File: config.mk
export PLATFORM = sky130hd
export DESIGN_NAME = traffic_phase_ctrl
export DESIGN_NICKNAME = d
export VERILOG_FILES = /design/src/rtl/traffic_phase_ctrl.sv
export SDC_FILE = /design/constraint.sdc
export NUM_CORES = 1
export LEC_CHECK = 0
export ABC_AREA = 1
export ABC_CLOCK_PERIOD_IN_PS = 2970
export CORE_UTILIZATION = 25
export CTS_CLUSTER_DIAMETER = 30
export DETAILED_ROUTE_END_ITERATION = 8
export MAX_ROUTING_LAYER = met4
export SLEW_MARGIN = 15
export SYNTH_ARGS = -nofsm -noshare
export SYNTH_HDL_FRONTEND = slang
export SYNTH_SLANG_ARGS = --single-unit
File: constraint.sdc
create_clock -name clk -period 2.97 [get_ports clk]
set_input_delay 0.7425 -clock clk [delete_from_list [all_inputs] [get_ports clk]]
set_output_delay 0.7425 -clock clk [all_outputs]
set_load 0.005 [all_outputs]
File: src/rtl/traffic_phase_ctrl.sv
// traffic_phase_ctrl: two-road signal controller with timed phases
// MG -> MY -> AR1 -> SG -> SY -> AR2 -> MG and registered lamp outputs.
// Pedestrian walk support is compiled in only when TRAFFIC_WALK_EN is defined.
module traffic_phase_ctrl #(
    parameter int CNT_W  = 8,
    parameter int T_GM   = 20,
    parameter int T_Y    = 4,
    parameter int T_AR   = 2,
    parameter int T_GS   = 10,
    parameter int T_WALK = 6
) (
    input  logic       clk,
    input  logic       rst_n,
    input  logic       side_req,
    input  logic       walk_req,
    output logic       r_m,
    output logic       y_m,
    output logic       g_m,
    output logic       r_s,
    output logic       y_s,
    output logic       g_s,
    output logic       walk,
    output logic [2:0] phase
);

    typedef enum logic [2:0] {
        MG  = 3'd0,
        MY  = 3'd1,
        AR1 = 3'd2,
        SG  = 3'd3,
        SY  = 3'd4,
        AR2 = 3'd5
    } phase_e;

    function automatic bit dur_ok(input int t);
        return (t >= 1) && ((longint'(t) - 64'sd1) < (64'sd1 <<< CNT_W));
    endfunction

    if (CNT_W < 1 || CNT_W > 32) begin : g_bad_cnt_w
        $error("traffic_phase_ctrl: CNT_W out of range");
    end
    if (!dur_ok(T_GM) || !dur_ok(T_Y) || !dur_ok(T_AR) || !dur_ok(T_GS) || !dur_ok(T_WALK)) begin : g_bad_dur
        $error("traffic_phase_ctrl: phase duration does not fit the timer");
    end

    localparam logic [CNT_W-1:0] LD_GM = CNT_W'(T_GM - 1);
    localparam logic [CNT_W-1:0] LD_Y  = CNT_W'(T_Y - 1);
    localparam logic [CNT_W-1:0] LD_AR = CNT_W'(T_AR - 1);
    localparam logic [CNT_W-1:0] LD_GS = CNT_W'(T_GS - 1);
    localparam logic [CNT_W-1:0] ONE   = CNT_W'(1);

    phase_e           state, state_nx;
    logic [CNT_W-1:0] timer, timer_nx;
    logic             go_req;
    logic [5:0]       lamps_nx;

    assign phase = state;

`ifdef TRAFFIC_WALK_EN
    localparam int               WALK_LEN = (T_WALK < T_GS) ? T_WALK : T_GS;
    localparam logic [CNT_W-1:0] WALK_THR = CNT_W'(T_GS - WALK_LEN);

    logic walk_pend, walk_pend_nx;
    logic walk_act, walk_act_nx;
    logic walk_nx;

    assign go_req = side_req | walk_pend | walk_req;
`else
    logic unused_walk_req;

    assign unused_walk_req = walk_req;
    assign go_req          = side_req;
    assign walk            = 1'b0;
`endif

    // Next phase and timer: timed phases leave when the timer reads zero
    always_comb begin
        state_nx = state;
        timer_nx = timer - ONE;
        case (state)
            MG: begin
                if (timer == '0) begin
                    timer_nx = '0;
                    if (go_req) begin
                        state_nx = MY;
                        timer_nx = LD_Y;
                    end
                end
            end
            MY: if (timer == '0) begin
                state_nx = AR1;
                timer_nx = LD_AR;
            end
            AR1: if (timer == '0) begin
                state_nx = SG;
                timer_nx = LD_GS;
            end
            SG: if (timer == '0) begin
                state_nx = SY;
                timer_nx = LD_Y;
            end
            SY: if (timer == '0) begin
                state_nx = AR2;
                timer_nx = LD_AR;
            end
            AR2: if (timer == '0) begin
                state_nx = MG;
                timer_nx = LD_GM;
            end
            default: begin
                state_nx = AR2;
                timer_nx = LD_AR;
            end
        endcase
    end

    // Lamp pattern {r_m, y_m, g_m, r_s, y_s, g_s} for the phase being entered
    always_comb begin
        lamps_nx = 6'b100_100;
        case (state_nx)
            MG:      lamps_nx = 6'b001_100;
            MY:      lamps_nx = 6'b010_100;
            SG:      lamps_nx = 6'b100_001;
            SY:      lamps_nx = 6'b100_010;
            default: lamps_nx = 6'b100_100;
        endcase
    end

    // Phase register with lamps registered alongside it
    always_ff @(posedge clk) begin
        if (!rst_n) begin
            state                        <= AR2;
            timer                        <= LD_AR;
            {r_m, y_m, g_m, r_s, y_s, g_s} <= 6'b100_100;
        end else begin
            state                        <= state_nx;
            timer                        <= timer_nx;
            {r_m, y_m, g_m, r_s, y_s, g_s} <= lamps_nx;
        end
    end

`ifdef TRAFFIC_WALK_EN
    // Walk request latching; the AR1->SG hand-off consumes the request, so a
    // press on that same cycle is absorbed into this visit rather than re-armed
    always_comb begin
        walk_pend_nx = walk_pend | walk_req;
        walk_act_nx  = walk_act;
        if (state == AR1 && state_nx == SG) begin
            walk_pend_nx = 1'b0;
            walk_act_nx  = walk_pend | walk_req;
        end else if (state_nx != SG) begin
            walk_act_nx = 1'b0;
        end
        walk_nx = walk_act_nx && (state_nx == SG) && (timer_nx >= WALK_THR);
    end

    // Walk state registers, cleared by reset so a pending press is dropped
    always_ff @(posedge clk) begin
        if (!rst_n) begin
            walk_pend <= 1'b0;
            walk_act  <= 1'b0;
            walk      <= 1'b0;
        end else begin
            walk_pend <= walk_pend_nx;
            walk_act  <= walk_act_nx;
            walk      <= walk_nx;
        end
    end
`endif

endmodule

## Word-level counts from Yosys, hierarchy flattened

Index checks and enable logic that the tools add are counted.

| word-level totals | value |
|---|---|
| register bits | 17 |
| latch bits | 0 |
| RAM bits | 0 |
| memory bits (read-only) | 0 |
| output and inout port bits | 10 |
| logic and storage cells | 37 |
| memories kept | 0 |

| operators by class | value |
|---|---|
| $add $sub $neg | 1 |
| multipliers | 0 |
| divide/modulo/power cells | 0 |
| $lt $le $gt $ge | 0 |
| equal/unequal tests | 8 |
| shifts and indexed selects | 0 |
| multiplexer cells | 16 |
| bitwise gates (word level) | 0 |
| reduce and logical (&&, ||, !) cells | 4 |

Operators with widths:

| operator | number |
|---|---|
| $mux W8 | 5 |
| $pmux W8 S5 | 1 |
| $pmux W6 S4 | 1 |
| $mux W3 | 7 |
| $pmux W3 S6 | 1 |
| $eq A3 B2 Y1 const B | 3 |
| $eq A3 B3 Y1 const B | 3 |
| $logic_not A8 Y1 | 1 |
| $sub A8 B1 Y8 const B | 1 |
| $eq A3 B1 Y1 const B | 2 |
| $logic_not A3 Y1 | 2 |
| $mux W2 | 1 |
| $reduce_or A2 Y1 | 1 |

## Logic depth before layout (Yosys ltp)

| depth | value |
|---|---|
| depth after elaboration | 5 |
| mapped depth | 10 |
| mapped depth without buffers | 10 |

## Worst setup path after synthesis

Ideal clock, no wire load.

| path | value |
|---|---|
| path kind | input to register |
| start | in side_req |
| end | reg r_s |
| library setup time | 0.117 ns |
| data arrival time | 1.259 ns |
| required time | 2.853 ns |
| setup slack | 1.593 ns |
| stages on the path | 8 |
| cells stage by stage | inv_1 > nor2_1 > nand2_1 > nand2_1 > nor2_4 > nand3_2 > nor2_2 > nor2_1 |

| on the way | value |
|---|---|
| cells in the longest elaborated chain, start to end | 5 |
| elaborated cells on any way between the ends | 8 |
| classes of those cells | eq/ne (3); mux (4); reduce/logical (1) |

RTL lines:

| element | RTL line | RTL |
|---|---|---|
| from (decl) | 14 | `input logic side_req,` |
| $mux W3 (*) | 84 | `if (go_req) begin` |
| $mux W3 (*) | 82 | `if (timer == '0) begin` |
| $pmux W3 S6 (*) | 80 | `case (state)` |
| $eq A3 B3 Y1 (tied with other cells) | 120 | `case (state_nx)` |
| $pmux W6 S4 (*) | 120 |  |
| to (signal assigned) | 138 | `{r_m, y_m, g_m, r_s, y_s, g_s} <= lamps_nx;` |
| to (decl) | 19 | `output logic r_s,` |

Mark *: on every way between the ends. The rest lies on a longest branch, timed or not.
A chain may end at the register's enable or synchronous reset.

## Worst setup path after layout

| path | value |
|---|---|
| start | reg state[0] (netlist: phase[0]) |
| end | out phase[0] |

RTL lines:

| element | RTL line | RTL |
|---|---|---|
| from (decl) | 52 | `phase_e state, state_nx;` |
| from (signal assigned) | 136 | `state <= state_nx;` |
| to (decl) | 23 | `output logic [2:0] phase` |

No word-level cell between the ends.

==> impl.org <==
** Run status
- Status :: finished clean

** Detailed routing
- Average via count per standard cell :: 4.308
- Router iterations before antenna repair :: 4
- In the final routed layout, each cell accounts on average for 9.686 um.
- Number of remaining DRC errors :: 0
- In this run the remaining antenna-violating nets after routing total 0.
- In this run, the number of DRC markers left after iteration 0 of detailed routing was 15.
- For this block, the routed nets add up to 1.637 mm of wire.
- Via count :: 728

** Power
- Leakage power summed over all cells :: 0.0004787 uW
- Switching power share of the total :: 44.03%
- Part of the total power dissipated in combinational logic :: 51.7%
- Pwr/cell area :: 988.1 mW/mm2
- Summed over all nets, the switching power comes to 454.0 uW.
- Of the total power, the clock network draws 12.1%.
- Internal power :: 577.1 uW
- Part of the total power dissipated in sequential elements :: 36.2%
- IR analysis of the VDD net gives a maximum drop of 195.2 uV.

** Floorplan
- Top Ports :: 14
- The floorplan has 20 rows.
- Starting utilization of the core area :: 27.20%
- The die is 60.81 um wide.
- Die H :: 60.81 um
- DIE AREA :: 0.003697 mm2
- The total area inside the core boundary comes to 0.003178 mm2.

** Cells and area
- Final Cell Area :: 0.001044 mm2
- Of the cells placed in the final design, the portion with a size suffix greater than 1 is 16.80%.
- 0 antenna diodes ended up in the layout.
- For this run, the post-layout net count is 132.
- Number of fill cells in the layout :: 351
- From synthesis to final layout, the design area changed by 20.69%.

** Placement
- The count of buffers added on input and output ports is 11.
- Routability-driven placement finished with a final weighted congestion of 0.8066.
- Detailed placement finished with a half-perimeter wire length of 1.279 mm.
- Cell area after placement :: 0.001017 mm2

** Clocking
- Number of buffers added to fix hold violations after cts :: 0
- Number of cells upsized or downsized after cts :: 0
- Clock-pin slew was measured on the worst setup and hold paths at 100 ps.
- Clk_lat worst skew :: 290 ps
- In this run the number of H-tree levels came out at 1.
- Library cell used as clock root buffer :: clkbuf_4
- TritonCTS clock tree :: built
- In this run the post-CTS setup repair buffer count came out at 0.
- The clock net in this run drives a total of 17 sinks.
- Clock tree synthesis inserted a total of 3 buffers.
- No sink is reached through more buffers than the 2 on the longest clock path.

** Logic synthesis
- Most numerous cell types in the synthesized netlist :: nand2_1, dfxtp_1, nor2_1
- In this run the biggest area consumer among cell types represents 39.36% of the synthesized area.
- Synthesis inferred 17 register bits.
- Dominant synthesized flop cell :: dfxtp_1
- nand2_1 is the most common cell in the netlist.
- Post-synthesis area per instance :: 7.719 um2
- Most area-hungry cell type in the Yosys netlist :: dfxtp_1
- The mapped netlist covers 864.6 um2.
- Post-synthesis async set-or-reset flop share :: 0%
- Yosys cell types :: 25
- Net count after synthesis :: 118
- Top cells by area in the synthesized netlist :: dfxtp_1, nand2_1, nor2_1
- Yosys mapped a number of flops with a built-in enable equal to 0.
- During synthesis, Yosys emitted a total of 0 warnings.
- The cell count after synthesis came out at 112.
- Sequential-to-total area share from yosys stat :: 39.36%

** Setup path
- Start of the worst register-to-register path :: timer[0]
- Library cell contributing the largest single delay on the critical path :: clkdlybuf4s50_1
- Start point of the critical path :: phase[0]
- On the critical path the largest part of the delay comes from buffers and inverters.
- Critical register-to-register path endpoint :: r_s
- Counting both buffers and inverters, the worst setup path holds a total of 1.
- The worst setup path is launched from a flop.
- Measured in cells, the most critical reg-to-reg path has a length of 8.
- For the worst setup path, the data required time is 2230 ps.
- Worst-path fanout max :: 9
- Cell-by-cell listing of the critical path :: clkdlybuf4s50_1
- Capturing instance or port of the critical path :: phase[0]
- Critical path start-end classification :: reg -> out
- Slack of the worst reg-to-reg path :: 1480 ps
- At the worst endpoint, the arrival time is 1400 ps.
- In this run the number of cells on the critical path is 1.
- Delay of the slowest critical-path stage :: 570 ps
- Crit end category :: primary output

** Timing
- Max-slew violations :: 0
- Maximum clock rate :: 465.7 MHz
- Worst hold slack :: 542.1 ps
- After routing, the total negative slack on setup checks comes to 0 ps.
- After layout, the worst path uses 72.29% of the clock period.
- Total count of hold-check failures in the final report :: 0
- Unrepaired setup endpoints after global routing :: false
- Counting I/O delays and the setup requirement, the final critical path takes 2147 ps.
- Setup violations remaining at the end of the flow were counted as 0.
- Setup Skew :: 1.039 ps

** Global routing
- Number of global-route vias before repair :: 639
- Gr ovfl total :: 0
- The first global-routing pass estimated 2.704 mm of wire.
- Largest net degree at the start of global routing :: 10
- Across every metal layer, demand over resource in global routing totals 10.41%.
- Initial antenna violation count :: 0

** Min path
- Path category of the worst min-delay check :: reg -> reg
- The worst hold path begins at timer[7].

** Job
- The tool flagged a number of max-cap violations equal to 0.
[through the flow]
stage / utilization, % / total power [uW] / worst slack, ps / cells
after floorplan: - / 781.6 / 1593 / 112
after global placement: 32.01 / 899.3 / 1102 / 165
after detailed placement: 32.01 / 912.6 / 1091 / 165
after CTS: 32.83 / 1042 / 798.6 / 169
after global routing: 32.83 / 1128 / 745.6 / 169
final: 32.83 / 1031 / 822.9 / 169
[kinds of logic (layout without fill, tap and decap cells)]
group / count (synthesis) / count (layout) / synth area share (%)
other cells: 1 / 1 / 0.4337
simple gates: 61 / 61 / 37.63
xor+xnor: 6 / 6 / 6.078
flops: 17 / 17 / 39.36
fa+ha+maj: 2 / 2 / 2.894
buf+inv: 16 / 29 / 7.525
compound gates: 9 / 9 / 6.078
[registers in the layout, summed over array words and instances (netlist names)]
| register | cells |
|---|---|
| y_s | 1 |
| g_m | 1 |
| phase | 3 |
| g_s | 1 |
| r_s | 1 |
| r_m | 1 |
| y_m | 1 |
| timer | 8 |
[worst min-delay path by stage]
stage | cells past startpoint | endpoint
global placement | 2 | timer[7]
floorplan | 2 | timer[7]
CTS | 2 | timer[7]
detailed placement | 2 | timer[7]
global route | 2 | timer[7]
finish | 2 | timer[7]
[cells in the final DEF (no fill, tap or decap), types with 2 or more instances in the layout]
master	n
inv_1	13
nor2_2	4
nor2_1	16
nand3_1	6
nand4_1	2
nor3_1	2
ha_1	2
clkbuf_4	3
nand3_2	2
nand2_2	5
clkdlybuf4s50_1	11
dfxtp_1	17
nand2_1	19
xor2_1	5
o21ai_0	3
a21oi_1	3
nor2_4	3
[power groups by stage]
stage	clock [uW]	combinational (uW)	sequential [uW]
4_1_cts	129	537	375
2_1_floorplan	0	419	363
3_5_place_dp	0	532	380
5_1_grt	140	606	382
3_3_place_gp	0	525	374
6_report	125	533	373
[area by class of cell]
class	instances	area, um2	area share (%)
timing repair buffer	11	110.1	10.55
tap	44	55.05	5.276
inverter	14	52.55	5.036
multi-input combinational	79	459.2	44.00
sequential	17	340.3	32.61
clock buffer	4	26.28	2.518
[layer usage]
metal | routed length [um] | track usage (%) | part of all wire [%] | vias up
met4 | 38 | 4.870 | 2.3 | 0
met2 | 761 | 15.54 | 46 | 10
met5 | 0 | - | 0 | -
met1 | 797 | 12.74 | 49 | 341
met3 | 41 | 3.198 | 2.5 | 4
li1 | - | - | - | 373
No activity file was read; power rests on OpenSTA's default activity.
